$ cat src/rtl/uart_rx_stream.sv
// UART receiver with 3-sample majority voting, optional parity, 1/2 stop bits and a frame FIFO.
// Break detection is compiled in only when UART_RX_BREAK_EN is defined.
module uart_rx_stream #(
    parameter int CLK_FREQ   = 50_000_000,
    parameter int BAUD_RATE  = 1_000_000,
    parameter int DATA_WIDTH = 8,
    parameter int PARITY     = 0,
    parameter int STOP_BITS  = 1,
    parameter int FIFO_DEPTH = 4
) (
    input  logic                  clock,
    input  logic                  reset,
    input  logic                  rx,
    output logic [DATA_WIDTH+1:0] m_data,
    output logic                  m_valid,
    input  logic                  m_ready,
    output logic                  overrun,
    output logic                  rx_break,
    output logic                  busy
);
    localparam int CPB = CLK_FREQ / BAUD_RATE;
    localparam int CW  = $clog2(CPB);
    localparam int BW  = $clog2(DATA_WIDTH + 1);
    localparam int AW  = $clog2(FIFO_DEPTH);
    localparam int FW  = DATA_WIDTH + 2;
    localparam logic [CW-1:0] CNT_LAST  = CW'(CPB - 1);
    localparam logic [CW-1:0] CNT_DEC   = CW'(CPB / 2 + 1);
    localparam logic [BW-1:0] BIT_LAST  = BW'(DATA_WIDTH);
    localparam logic [AW:0]   FULL_CNT  = (AW+1)'(FIFO_DEPTH);
    localparam logic          STOP_LAST = (STOP_BITS == 2);

    typedef enum logic [2:0] {S_IDLE, S_START, S_DATA, S_PAR, S_STOP} state_t;

    state_t                state_q, state_d;
    logic                  rx_meta_q, rx_s_q;
    logic [CW-1:0]         cnt_q, cnt_d;
    logic [BW-1:0]         bit_cnt_q, bit_cnt_d;
    logic [DATA_WIDTH-1:0] shreg_q, shreg_d;
    logic [1:0]            samp_q, samp_d;
    logic                  par_err_q, par_err_d;
    logic                  frm_err_q, frm_err_d;
    logic                  stop_idx_q, stop_idx_d;
    logic                  armed_q, armed_d;
    logic                  overrun_q, overrun_d;
    logic                  rx_break_q, rx_break_d;
    logic [AW:0]           wr_ptr_q, wr_ptr_d, rd_ptr_q, rd_ptr_d;
    logic [FW-1:0]         mem_q [FIFO_DEPTH];
    logic [FW-1:0]         mem_d [FIFO_DEPTH];
    logic                  vote, push, brk_pulse, brk_hit, exp_par, full, pop, do_push;
    logic [FW-1:0]         push_data;

    // samp_q holds rx_s from the two previous cycles, so at CNT_DEC it covers mid-1 and mid
    assign vote      = (samp_q[0] & samp_q[1]) | (samp_q[0] & rx_s_q) | (samp_q[1] & rx_s_q);
    assign exp_par   = (PARITY == 1) ? ^shreg_q : ~^shreg_q;
    assign push_data = {frm_err_q | ~vote, par_err_q, shreg_q};
    assign busy      = (state_q != S_IDLE);

`ifdef UART_RX_BREAK_EN
    logic par_bit_q, par_bit_d;
    assign brk_hit = (stop_idx_q == 1'b0) && !vote && (shreg_q == '0) && !par_bit_q;
`else
    assign brk_hit = 1'b0;
`endif

    always_comb begin
        state_d    = state_q;
        cnt_d      = cnt_q;
        bit_cnt_d  = bit_cnt_q;
        shreg_d    = shreg_q;
        samp_d     = {samp_q[0], rx_s_q};
        par_err_d  = par_err_q;
        frm_err_d  = frm_err_q;
        stop_idx_d = stop_idx_q;
        armed_d    = armed_q;
        push       = 1'b0;
        brk_pulse  = 1'b0;
`ifdef UART_RX_BREAK_EN
        par_bit_d  = par_bit_q;
`endif
        if (state_q != S_IDLE)
            cnt_d = (cnt_q == CNT_LAST) ? '0 : cnt_q + CW'(1);
        case (state_q)
            S_IDLE: begin
                if (rx_s_q) begin
                    armed_d = 1'b1;
                end else if (armed_q) begin
                    // the detect cycle is sample 0 of the start bit
                    state_d    = S_START;
                    cnt_d      = CW'(1);
                    bit_cnt_d  = '0;
                    par_err_d  = 1'b0;
                    frm_err_d  = 1'b0;
                    stop_idx_d = 1'b0;
                    armed_d    = 1'b0;
`ifdef UART_RX_BREAK_EN
                    par_bit_d  = 1'b0;
`endif
                end
            end
            S_START: begin
                if (cnt_q == CNT_DEC && vote) state_d = S_IDLE;
                else if (cnt_q == CNT_LAST)   state_d = S_DATA;
            end
            S_DATA: begin
                if (cnt_q == CNT_DEC) begin
                    shreg_d   = {vote, shreg_q[DATA_WIDTH-1:1]};
                    bit_cnt_d = bit_cnt_q + BW'(1);
                end else if (cnt_q == CNT_LAST && bit_cnt_q == BIT_LAST) begin
                    state_d = (PARITY != 0) ? S_PAR : S_STOP;
                end
            end
            S_PAR: begin
                if (cnt_q == CNT_DEC) begin
                    par_err_d = (vote != exp_par);
`ifdef UART_RX_BREAK_EN
                    par_bit_d = vote;
`endif
                end else if (cnt_q == CNT_LAST) begin
                    state_d = S_STOP;
                end
            end
            S_STOP: begin
                if (cnt_q == CNT_DEC) begin
                    if (brk_hit) begin
                        brk_pulse = 1'b1;
                        state_d   = S_IDLE;
                        armed_d   = 1'b0;
                    end else begin
                        if (!vote) frm_err_d = 1'b1;
                        if (stop_idx_q == STOP_LAST) begin
                            push    = 1'b1;
                            state_d = S_IDLE;
                            armed_d = vote;
                        end
                    end
                end else if (cnt_q == CNT_LAST) begin
                    stop_idx_d = 1'b1;
                end
            end
            default: state_d = S_IDLE;
        endcase
    end

    // full is judged before any same-cycle pop, so a push into a full FIFO is always dropped
    always_comb begin
        full       = ((wr_ptr_q - rd_ptr_q) == FULL_CNT);
        m_valid    = (wr_ptr_q != rd_ptr_q);
        pop        = m_valid & m_ready;
        do_push    = push & ~full;
        overrun_d  = push & full;
        rx_break_d = brk_pulse;
        mem_d      = mem_q;
        if (do_push) mem_d[wr_ptr_q[AW-1:0]] = push_data;
        wr_ptr_d   = wr_ptr_q + (AW+1)'(do_push);
        rd_ptr_d   = rd_ptr_q + (AW+1)'(pop);
        m_data     = m_valid ? mem_q[rd_ptr_q[AW-1:0]] : '0;
    end

    assign overrun  = overrun_q;
    assign rx_break = rx_break_q;

    always_ff @(posedge clock) begin
        if (reset) begin
            state_q    <= S_IDLE;
            rx_meta_q  <= 1'b1;
            rx_s_q     <= 1'b1;
            cnt_q      <= '0;
            bit_cnt_q  <= '0;
            shreg_q    <= '0;
            samp_q     <= 2'b11;
            par_err_q  <= 1'b0;
            frm_err_q  <= 1'b0;
            stop_idx_q <= 1'b0;
            armed_q    <= 1'b0;
            overrun_q  <= 1'b0;
            rx_break_q <= 1'b0;
            wr_ptr_q   <= '0;
            rd_ptr_q   <= '0;
            mem_q      <= '{default: '0};
`ifdef UART_RX_BREAK_EN
            par_bit_q  <= 1'b0;
`endif
        end else begin
            state_q    <= state_d;
            rx_meta_q  <= rx;
            rx_s_q     <= rx_meta_q;
            cnt_q      <= cnt_d;
            bit_cnt_q  <= bit_cnt_d;
            shreg_q    <= shreg_d;
            samp_q     <= samp_d;
            par_err_q  <= par_err_d;
            frm_err_q  <= frm_err_d;
            stop_idx_q <= stop_idx_d;
            armed_q    <= armed_d;
            overrun_q  <= overrun_d;
            rx_break_q <= rx_break_d;
            wr_ptr_q   <= wr_ptr_d;
            rd_ptr_q   <= rd_ptr_d;
            mem_q      <= mem_d;
`ifdef UART_RX_BREAK_EN
            par_bit_q  <= par_bit_d;
`endif
        end
    end
endmodule
$ cat config.mk
export PLATFORM = sky130hd
export DESIGN_NAME = uart_rx_stream
export DESIGN_NICKNAME = d
export VERILOG_FILES = /design/src/rtl/uart_rx_stream.sv
export SDC_FILE = /design/constraint.sdc
export NUM_CORES = 1
export LEC_CHECK = 0
export ABC_AREA = 1
export CORE_MARGIN = 5
export CORE_UTILIZATION = 47
export DETAILED_ROUTE_END_ITERATION = 8
export GPL_ROUTABILITY_DRIVEN = 0
export SYNTH_ARGS = -nofsm -noshare
export SYNTH_HDL_FRONTEND = slang
export SYNTH_SLANG_ARGS = --single-unit
$ cat constraint.sdc
create_clock -name clock -period 6.45 [get_ports clock]
set_clock_uncertainty 0.05 [all_clocks]
set_input_delay 0.645 -clock clock [delete_from_list [all_inputs] [get_ports clock]]
set_output_delay 0.645 -clock clock [all_outputs]
set_load 0.02 [all_outputs]
### After elaboration in Yosys (flattened, before gate mapping)

Cells that the tools add are included.

| storage, ports and cells | value |
|---|---|
| register bits | 76 |
| output and inout bits | 14 |
| bits of input ports | 4 |
| logic and storage cells | 123 |

| cells by class | value |
|---|---|
| equal/unequal tests | 24 |
| bitwise logic cells | 13 |
| reductions and logical operators | 16 |
| add/subtract/negate cells | 5 |
| $lt $le $gt $ge | 3 |
| muxes and demuxes | 44 |

Operator list:

| cell | number |
|---|---|
| 40-bit bitwise mux | 1 |
| 10-bit two-way mux | 4 |
| 3-bit two-way mux | 10 |
| 6-bit two-way mux | 5 |
| 2-bit != test, second input constant | 13 |
| 10-bit binary-select mux with 2-bit select | 1 |
| 10-bit demux with 2-bit select | 1 |
| 3-bit one-hot mux with 5 select lines | 1 |
| 1-bit two-way mux | 13 |
| 4-bit two-way mux | 3 |
| 5-bit AND reduction | 2 |
| 9-bit AND reduction | 1 |
| 1-bit one-hot mux with 2 select lines | 4 |
| 4-bit one-hot mux with 2 select lines | 1 |
| 4-bit AND reduction | 2 |
| 8-bit XNOR reduction | 1 |
| 3-bit by 1-bit adder with 3-bit output | 2 |
| 6-bit by 1-bit adder with 6-bit output, second input constant | 1 |
| 1-bit AND | 6 |
| 3-bit by 2-bit equality test with 1-bit output, second input constant | 2 |
| 3-bit equality test, second input constant | 2 |
| 6-bit by 5-bit equality test with 1-bit output, second input constant | 1 |
| 6-bit equality test, second input constant | 1 |
| 3-bit >= comparator, second input constant | 2 |
| 17 further kinds | 25 |

### Depth between registers and ports, before layout

Gate-level depths: netlist (run 1).

| depth | value |
|---|---|
| word-level depth | 6 |
| mapped depth | 15 |
| mapped depth without buffers | 13 |

### Worst setup path after synthesis (run 1)

No wires, ideal clock.

| path | value |
|---|---|
| kind | reg-to-output |
| from | reg rd_ptr_q[1] |
| to | out m_data[1] |
| data arrival time | 1.604 ns |
| path slack | 4.151 ns |
| data required time | 5.755 ns |
| cell stages (with the launch flop) | 8 |
| path buffers | 2 |
| cell sequence | dfxtp_1 > inv_1 > clkbuf_1 > ha_1 > nand2_1 > nor2_1 > clkbuf_1 > a21oi_1 |

| between the ends | value |
|---|---|
| longest elaborated chain between the ends | 5 |
| elaborated cells on any way between the ends | 6 |
| classes of those cells | 1 x eq/ne; 4 x mux; 1 x bitwise |

RTL lines:

| element | RTL line | RTL |
|---|---|---|
| from (decl) | 46 | `logic [AW:0] wr_ptr_q, wr_ptr_d, rd_ptr_q, rd_ptr_d;` |
| from (signal assigned) | 198 | `rd_ptr_q <= rd_ptr_d;` |
| 2-bit inverter with 3-bit output (not written as such) | 156 | `m_data = m_valid ? mem_q[rd_ptr_q[AW-1:0]] : '0;` |
| 10-bit binary-select mux with 2-bit select | 156 |  |
| 10-bit two-way mux (not written as such) (2 in a row) | 156 |  |
| 10-bit two-way mux * | 156 |  |
| to (decl) | 14 | `output logic [DATA_WIDTH+1:0] m_data,` |

Mark *: on every way between the ends. The rest lies on a longest branch, timed or not. The select of a mux whose other input is x is not followed.

### Final worst setup path (run 1)

| path | value |
|---|---|
| from | reg rd_ptr_q[1] |
| to | out m_data[4] |

The elaborated chain is that of the path after synthesis.

==> metrics.cfg, run 1 <==
[flow_run]
max-cap-violations = 0

[critical_path]
worstSetupEndpoint = m_data[4]
startpoint_type = flip-flop
r2r_start = rd_ptr_q[1]
reg2reg_depth = 13
crit_start = rd_ptr_q[1]
crit_path_end_kind = output port
r2r_setup_slack_ns = 3.25
worstPathRequired_ns = 5.75
rr_endpoint = wr_ptr_q[2]
crit_type = flip-flop to output port
critPathArrivalTime_ns = 2.97
crit_fanout = 12

[drt]
wl_met2_um = 4647
vias = 3541
top_layer_used = met4
ant_nets = 0
wl_per_cell_um = 14.54
vias_per_cell = 5.215
firstDrtPassIters = 4
route.met3.wl_um = 368
met1_length_um = 4628
wl_um = 9871
drc = 0
drtIter0Drc = 117

[floorplanning]
die_area_um2 = 10230
io_pins = 18
die_y_um = 101.2
start_util_pct = 47.77
rows = 33
fp.dieW_um = 101.2
core_um2 = 8175

[sta]
min_period_ns = 3.664
hold_violations = 0
fmaxAchievable_mhz = 272.9
setup_tns_ns = 0
rsz0062_at_grt = false
worst_slew_pin_slew_ns = 0.8325
relSlewSlack_pct = 44.29
fin_crit_sh_pct = 56.80
setup_viol = 0
holdWs_ns = 0.3696
slew_violations = 0

[logic_synthesis]
postSynthCellCount = 572
synth.distinct_cells = 31
avgSynthCellArea_um2 = 6.827
syn_nets = 587
ys_ff_latch = 76
synth_warnings = 0
ys_seq_area_share_pct = 38.96
netlist_area_um2 = 3905

[power]
p_leak_nw = 1.721
vdd_drop_max_mv = 0.1435
powerDensity_nw_per_um2 = 236.6
totalPowerFinal_w = 0.001010

[cts]
cts_tree = done
cts_resized = 0
post_cts_buffers = 0
cts.sinks = 76
clock_latency_ns = 0.36
htree_levels = 3
clockRootBuffer = clkbuf_8
clockBufferDepth = 2
hold_buffers = 0
clkSlewWorstSetupHoldPaths_ns = 0.08
cts_made_buffers = 9

[global_route]
grt_pass1_wl_um = 16360
antenna_found_initial = 0
grtUsageTotal_pct = 20.27
overflow = 0
grt_max_degree = 46
grt_pass1_vias = 3349

[place]
placed_cell_area_um2 = 4058
hpwl_um = 6939
numPlacedInstances = 663
port-buffer-count = 16

[status]
status = finished, final reports clean

[layout]
drive_gt1_share_pct = 5.923
syn2layout_area_growth_pct = 9.292
nets = 584
fillCellCount = 835
design_area_um2 = 4268
fin_cells = 679
num_antenna_cells = 0

[hold_path]
holdCritPathClass = flip-flop to flip-flop

layer usage:
layer,up-vias,track usage (%)
met5,-,0
met4,0,7.669
met3,19,3.994
met2,63,32.60
met1,1620,26.92
li1,1839,-
cells in the final DEF (no fill, tap or decap):
cell type	n
nor3b_1	1
inv_6	2
clkinvlp_4	1
nor2_1	66
nand2_4	2
clkbuf_8	11
nor3_1	3
nand3_2	4
nand2_1	119
nor4_1	1
o21ai_1	1
or2_2	3
nor2_2	2
inv_1	71
inv_2	3
a21oi_1	72
xnor2_1	5
o2111ai_1	1
o21bai_1	1
nor2_4	2
o21ai_0	37
nand4_1	30
dfxtp_1	76
ha_1	11
bufinv_16	1
nand3_1	23
nor2_8	1
xor2_1	3
conb_1	1
clkdlybuf4s50_1	16
nand3b_2	1
buf_4	1
clkbuf_1	1
a21boi_0	1
report_power, final:
part | internal (W) | switching [W]
Sequential | 0.000484 | 0.0000140
Clock | 0.000203 | 0.000189
Combinational | 0.0000394 | 0.0000806
Total | 0.000726 | 0.000284
critical path: stages, from the launching register on:
cell,delay (ns)
dfxtp_1,0.57
inv_1,0.27
ha_1,0.37
nand2_1,0.08
nor2_1,0.62
a21oi_1,0.13
clkdlybuf4s50_1,0.59
synthesized netlist by cell type:
| library cell | count | area [um^2] |
|---|---|---|
| a21boi_0 | 1 | 7.510 |
| a21oi_1 | 72 | 360.4 |
| buf_2 | 6 | 30.03 |
| buf_4 | 4 | 30.03 |
| buf_6 | 1 | 11.26 |
| clkbuf_1 | 20 | 75.07 |
| conb_1 | 1 | 3.750 |
| dfxtp_1 | 76 | 1521 |
| ha_1 | 11 | 137.6 |
| inv_1 | 71 | 266.5 |
| inv_2 | 3 | 11.26 |
| nand2_1 | 119 | 446.7 |
| nand2_4 | 2 | 22.52 |
| nand3_1 | 23 | 115.1 |
| nand3_2 | 4 | 40.04 |
| nand3b_2 | 1 | 11.26 |
| nand4_1 | 30 | 187.7 |
| nor2_1 | 66 | 247.7 |
| nor2_2 | 2 | 12.51 |
| nor2_4 | 2 | 22.52 |
| nor2_8 | 1 | 20.02 |
| nor3_1 | 3 | 15.01 |
| nor3b_1 | 1 | 7.510 |
| nor4_1 | 1 | 6.260 |
| o2111ai_1 | 1 | 8.760 |
| o21ai_0 | 37 | 185.2 |
| o21ai_1 | 1 | 5.000 |
| o21bai_1 | 1 | 7.510 |
| or2_2 | 3 | 18.77 |
| xnor2_1 | 5 | 43.79 |
| xor2_1 | 3 | 26.28 |
metrics by stage:
| stage | utilization (%) | setup WS (ns) |
|---|---|---|
| floorplan | - | 4.151 |
| global placement | 49.63 | 3.309 |
| detailed placement | 49.63 | 3.175 |
| CTS | 52.20 | 2.784 |
| global route | 52.20 | 2.524 |
| finish | 52.20 | 2.786 |
state kept, by name, indices dropped and copies added (netlist names):
register / flops
armed_q: 1
bit_cnt_q: 4
cnt_q: 6
frm_err_q: 1
mem_q: 40
overrun: 1
par_err_q: 1
rd_ptr_q: 3
rx_meta_q: 1
rx_s_q: 1
samp_q: 2
shreg_q: 8
state_q: 3
stop_idx_q: 1
wr_ptr_q: 3
area by class of cell:
type	count	area (um^2)	share of cell area, %
sequential	76	1521	35.65
clock inverter	4	55.05	1.290
inverter	74	277.8	6.508
clock buffer	12	155.1	3.635
tap	105	131.4	3.078
multi-input combinational	391	1959	45.91
timing repair buffer	17	167.7	3.928
worst min-delay path by stage:
stage	from	endpoint	slack, ns	cells past startpoint
after floorplan	rx_meta_q	rx_s_q	0.34	1
after global placement	rx_meta_q	rx_s_q	0.35	1
after detailed placement	rx_meta_q	rx_s_q	0.35	1
after CTS	rx_meta_q	rx_s_q	0.37	1
after global routing	rx_meta_q	rx_s_q	0.40	1
final	rx_meta_q	rx_s_q	0.37	1
cells by family (layout without fill, tap and decap cells):
group           Yosys count  after routing  share of synthesized area, %
buf+inv                 105            107                         10.86
other cells               1              1                       0.09603
simple gates            258            258                         30.05
xor+xnor                  8              8                         1.794
compound gates          113            113                         14.71
flops                    76             76                         38.96
fa+ha+maj                11             11                         3.524
Power figures use the tool's default switching activity.
==> run 2: changes to the inputs <==
==> constraint.sdc (replaced) <==
create_clock -name clock -period 3.4 [get_ports clock]
set_clock_uncertainty 0.05 [all_clocks]
set_input_delay 0.34 -clock clock [delete_from_list [all_inputs] [get_ports clock]]
set_output_delay 0.34 -clock clock [all_outputs]
set_load 0.02 [all_outputs]
==> run 2 against run 1 <==
  * Combinational power is 87% higher
  * Core utilization about the same
  * Power rose by 83%
  * Largest power group unchanged
  * Largest cell class unchanged
  * Sequential power increased by 90%
  * Register-to-register slack worse by 2.5 ns
  * Hold slack lost 0.0031 ns
==> metrics.cfg, run 2 (synthesis results as in run 1) <==
[cts]
cts_resized = 0  ; unchanged
cts_made_buffers = 9  ; unchanged
clock_latency_ns = 0.34  ; was 0.36 ns
post_cts_buffers = 0  ; unchanged
cts.sinks = 76  ; unchanged
hold_buffers = 0  ; unchanged
clockRootBuffer = clkbuf_8  ; unchanged
clkSlewWorstSetupHoldPaths_ns = 0.08  ; about the same
clockBufferDepth = 2  ; unchanged
htree_levels = 3  ; unchanged
cts_tree = done  ; unchanged

[layout]
reg.largest.list = mem_q: 40 flops, shreg_q: 8 flops, cnt_q: 6 flops  ; unchanged
nets = 587  ; was 584
regArea_um2 = 1521  ; unchanged
syn2layout_area_growth_pct = 9.388  ; was 9.292%
final_common_cell = nand2_1  ; unchanged
top_register = mem_q  ; unchanged
largest_register_ffs = 40  ; unchanged
layout_common_cells = nand2_1 (119), dfxtp_1 (76), a21oi_1 (72)  ; unchanged
fillCellCount = 833  ; was 835
num_antenna_cells = 0  ; unchanged
multi_input_area_um2 = 1959  ; unchanged
drive_gt1_share_pct = 6.250  ; was 5.923%

[sta]
fmaxAchievable_mhz = 334.7
hold_violations = 0  ; unchanged
setup_viol = 0  ; unchanged
rsz0062_at_grt = false  ; unchanged
fin_crit_sh_pct = 87.87
worst_slew_pin_slew_ns = 0.9353  ; was 0.8325 ns
relSlewSlack_pct = 37.41  ; was 44.29%
setup_tns_ns = 0  ; unchanged
holdWs_ns = 0.3665  ; was 0.3696 ns
min_period_ns = 2.988
slew_violations = 0  ; unchanged

[power]
totalPowerFinal_w = 0.001852  ; was 0.001010 W
powerDensity_nw_per_um2 = 433.7  ; was 236.6 nW/um^2
vdd_drop_max_mv = 0.2679  ; was 0.1435 mV
p_leak_nw = 1.723  ; was 1.721 nW

[global_route]
grtUsageTotal_pct = 19.62  ; was 20.27%
grt_pass1_wl_um = 15880  ; was 16360 um
grt_max_degree = 41  ; was 46
overflow = 0  ; unchanged
antenna_found_initial = 0  ; unchanged
grt_pass1_vias = 3274  ; was 3349

[floorplanning]
core_um2 = 8175  ; unchanged
io_pins = 18  ; unchanged
rows = 33  ; unchanged
fp.dieW_um = 101.2  ; unchanged
die_area_um2 = 10230  ; unchanged
start_util_pct = 47.77  ; unchanged
die_y_um = 101.2  ; unchanged

[critical_path]
r2r_start = rd_ptr_q[1]  ; unchanged
crit_path_end_kind = output port  ; unchanged
crit_fanout = 12  ; unchanged
critPathArrivalTime_ns = 2.60  ; was 2.97 ns
path_cells = inv_1, ha_1, nand2_1, nor2_1, buf_4, a21oi_1, clkdlybuf4s50_1  ; was inv_1, ha_1, nand2_1, nor2_1, a21oi_1, clkdlybuf4s50_1
reg2reg_depth = 11  ; was 13
rr_endpoint = mem_q[27]  ; was wr_ptr_q[2]
max_stage_delay_ns = 0.62  ; about the same
crit_start = rd_ptr_q[1]  ; unchanged
startpoint_type = flip-flop  ; unchanged
crit_slowest_cell = clkdlybuf4s50_1  ; was nor2_1
worstSetupEndpoint = m_data[8]  ; was m_data[4]
worstPathRequired_ns = 3.01  ; was 5.75 ns
r2r_setup_slack_ns = 0.80  ; was 3.25 ns
crit_type = flip-flop to output port  ; unchanged

[hold_path]
holdCritPathClass = flip-flop to flip-flop  ; unchanged

[status]
status = finished, final reports clean  ; unchanged

[drt]
vias = 3609  ; was 3541
wl_per_cell_um = 14.01  ; was 14.54 um
drc = 0  ; unchanged
firstDrtPassIters = 6  ; was 4
ant_nets = 0  ; unchanged
vias_per_cell = 5.300  ; was 5.215
drtIter0Drc = 203  ; was 117
wl_um = 9541  ; was 9871 um

[place]
port-buffer-count = 16  ; unchanged
hpwl_um = 6748  ; was 6939 um

[flow_run]
max-cap-violations = 0  ; unchanged

-- run 2: worst min path at each step --
stage / from / endpoint / slack [ns] / depth (start not counted)
2_1_floorplan: rx_meta_q / rx_s_q / 0.34 / 1
3_3_place_gp: rx_meta_q / rx_s_q / 0.35 / 1
3_5_place_dp: rx_meta_q / rx_s_q / 0.35 / 1
4_1_cts: rx_meta_q / rx_s_q / 0.37 / 1
5_1_grt: rx_meta_q / rx_s_q / 0.40 / 1
6_report: rx_meta_q / rx_s_q / 0.37 / 1
-- run 2: layer usage --
metal	up-vias	wire length (um)	GRT usage, %
met5	-	0	0
met4	0	259	9.100
met3	24	459	2.824
met2	91	4503	31.89
met1	1642	4320	25.71
li1	1852	-	-
-- run 2: report_power, final --
group	switching, W	internal (W)	leakage, nW
sequential	0.0000261	0.000918	0.614
clock	0.000329	0.000354	0.0914
combinational	0.000150	0.0000750	1.02
-- run 2: cell type report --
cell class,instances,area share (%)
clock buffers,11,3.310
clock inverters,4,1.172
multi-input cells,391,45.87
repair buffers,20,4.452
flip-flops and latches,76,35.62
well taps,105,3.076
inverters,74,6.503
-- run 2: per-stage QoR --
stage | utilization [%] | cell area, um^2 | worst slack, ns | std cells
after floorplan | - | 3905 | 1.149 | 572
after global placement | 49.91 | 4080 | 0.8312 | 666
after detailed placement | 49.91 | 4080 | 0.7805 | 666
after CTS | 52.25 | 4272 | 0.3877 | 681
after global routing | 52.25 | 4272 | 0.1833 | 681
final | 52.25 | 4272 | 0.4125 | 681
-- run 2: critical path: cells and delay by family, from the launching register on --
kind	cells	cell delay, ns
compound gates	1	0.15
fa+ha+maj	1	0.36
buf+inv	3	1.08
flops	1	0.53
simple gates	2	0.13
==> run 3: changes to the inputs <==
--- a/config.mk
+++ b/config.mk
@@ -10,6 +10,7 @@
 export CORE_UTILIZATION = 47
 export DETAILED_ROUTE_END_ITERATION = 8
 export GPL_ROUTABILITY_DRIVEN = 0
+export REMOVE_ABC_BUFFERS = 1
 export SYNTH_ARGS = -nofsm -noshare
 export SYNTH_HDL_FRONTEND = slang
 export SYNTH_SLANG_ARGS = --single-unit
==> run 3 against run 2 <==
  * Non-clock buffer count rose by 1
  * Largest cell class unchanged
  * Critical endpoint is now m_data[7]
  * Flip-flop and latch count did not move
  * Maximum frequency fell by 2.9%
  * Cell area barely moved
==> metrics.cfg, run 3 (synthesis results as in run 1) <==
[status]
status = finished, final reports clean  ; unchanged

[power]
p_leak_nw = 1.733  ; was 1.723 nW
totalPowerFinal_w = 0.001816  ; was 0.001852 W
powerDensity_nw_per_um2 = 424.8  ; was 433.7 nW/um^2
vdd_drop_max_mv = 0.2677  ; was 0.2679 mV

[cts]
clock_latency_ns = 0.35  ; was 0.34 ns
cts_made_buffers = 9  ; unchanged
htree_levels = 3  ; unchanged
cts.sinks = 76  ; unchanged
hold_buffers = 0  ; unchanged
cts_tree = done  ; unchanged
clockRootBuffer = clkbuf_8  ; unchanged
post_cts_buffers = 0  ; unchanged
clkSlewWorstSetupHoldPaths_ns = 0.08  ; about the same
clockBufferDepth = 2  ; unchanged
cts_resized = 0  ; unchanged

[drt]
ant_nets = 0  ; unchanged
firstDrtPassIters = 5  ; was 6
wl_um = 9341  ; was 9541 um
drc = 0  ; unchanged
drtIter0Drc = 170  ; was 203
vias_per_cell = 5.189  ; was 5.300
vias = 3544  ; was 3609
wl_per_cell_um = 13.68  ; was 14.01 um

[hold_path]
holdCritPathClass = flip-flop to flip-flop  ; unchanged
min_from = rx_meta_q  ; unchanged
min_to = rx_s_q  ; unchanged
whs_path_depth = 1  ; unchanged

[global_route]
grt_max_degree = 40  ; was 41
grtUsageTotal_pct = 19.29  ; was 19.62%
grt_pass1_vias = 3191  ; was 3274
grtUsageMet1_pct = 26.85  ; was 25.71%
grtUsageMet3_pct = 3.512  ; was 2.824%
overflow = 0  ; unchanged
antenna_found_initial = 0  ; unchanged
grt_pass1_wl_um = 15610  ; was 15880 um
busiest_layer = met2  ; unchanged
use_met2_pct = 30.08  ; was 31.89%

[layout]
layout_common_cells = nand2_1 (119), dfxtp_1 (76), a21oi_1 (72)  ; unchanged
final_common_cell = nand2_1  ; unchanged
top_register = mem_q  ; unchanged
largest_register_ffs = 40  ; unchanged
drive_gt1_share_pct = 6.747  ; was 6.250%
num_antenna_cells = 0  ; unchanged
syn2layout_area_growth_pct = 9.452  ; was 9.388%
fillCellCount = 814  ; was 833
reg.largest.list = mem_q: 40 flops, shreg_q: 8 flops, cnt_q: 6 flops  ; unchanged
nets = 588  ; was 587

[place]
port-buffer-count = 16  ; unchanged
hpwl_um = 6626  ; was 6748 um

[floorplanning]
core_um2 = 8175  ; unchanged
rows = 33  ; unchanged
start_util_pct = 47.77  ; unchanged
fp.dieW_um = 101.2  ; unchanged
die_area_um2 = 10230  ; unchanged
io_pins = 18  ; unchanged
die_y_um = 101.2  ; unchanged

[sta]
setup_viol = 0  ; unchanged
fin_crit_sh_pct = 90.51  ; was 87.87%
worst_slew_pin_slew_ns = 0.8819  ; was 0.9353 ns
fmaxAchievable_mhz = 324.9  ; was 334.7 MHz
setup_tns_ns = 0  ; unchanged
holdWs_ns = 0.3754  ; was 0.3665 ns
rsz0062_at_grt = false  ; unchanged
hold_violations = 0  ; unchanged
relSlewSlack_pct = 40.99  ; was 37.41%
slew_violations = 0  ; unchanged
min_period_ns = 3.077  ; was 2.988 ns

[critical_path]
crit_type = flip-flop to output port  ; unchanged
r2r_setup_slack_ns = 0.78  ; was 0.80 ns
max_stage_delay_ns = 0.64  ; was 0.62 ns
crit_family = buffers and inverters  ; unchanged
startpoint_type = flip-flop  ; unchanged
reg2reg_depth = 10  ; was 11
worstPathRequired_ns = 3.01  ; about the same
path_cells = inv_1, ha_1, nand2_1, nor2_1, buf_4, a21oi_1, clkdlybuf4s50_1  ; unchanged
critPathArrivalTime_ns = 2.69  ; was 2.60 ns
crit_fanout = 12  ; unchanged
crit_slowest_cell = clkdlybuf4s50_1  ; unchanged
critPathBufInv = 3  ; unchanged
rr_endpoint = mem_q[4]  ; was mem_q[27]
crit_path_end_kind = output port  ; unchanged
r2r_start = rd_ptr_q[1]  ; unchanged

[flow_run]
max-cap-violations = 0  ; unchanged

-- run 3: power breakdown --
| part | leakage (nW) | internal, W | switching (W) |
|---|---|---|---|
| logic | 1.02 | 0.0000753 | 0.000148 |
| registers | 0.614 | 0.000918 | 0.0000256 |
| clock network | 0.0957 | 0.000306 | 0.000343 |
| total | 1.73 | 0.00130 | 0.000516 |
-- run 3: through the flow --
stage	instances	setup WS, ns	cell area (um^2)	util (%)
3_3_place_gp	667	0.7637	4088	50.00
2_1_floorplan	541	0.7772	3759	-
3_5_place_dp	667	0.7079	4088	50.00
4_1_cts	683	0.3029	4274	52.28
6_report	683	0.3226	4274	52.28
5_1_grt	683	0.1212	4274	52.28
-- run 3: how the worst max path moves through the flow --
stage,from,endpoint,depth (start not counted)
after floorplan,rd_ptr_q[1],wr_ptr_q[2],13
after global placement,rd_ptr_q[1],m_data[7],7
after detailed placement,rd_ptr_q[1],m_data[7],7
final,rd_ptr_q[1],m_data[7],7
after global routing,rd_ptr_q[1],m_data[7],7
after CTS,rd_ptr_q[1],m_data[7],7
-- run 3: layer usage --
metal | wire length, um | vias up
li1 | - | 1854
met1 | 4628 | 1623
met2 | 4293 | 58
met3 | 312 | 9
met4 | 107 | 0
met5 | 0 | -
-- run 3: area by class of cell --
type                       instances  area (um^2)  area share, %
timing repair buffer              21        197.7          4.625
sequential                        76         1521          35.60
tap                              105        131.4          3.074
multi-input combinational        391         1959          45.84
clock buffer                      11        151.4          3.542
clock inverter                     5        35.03         0.8197
inverter                          74        277.8          6.499
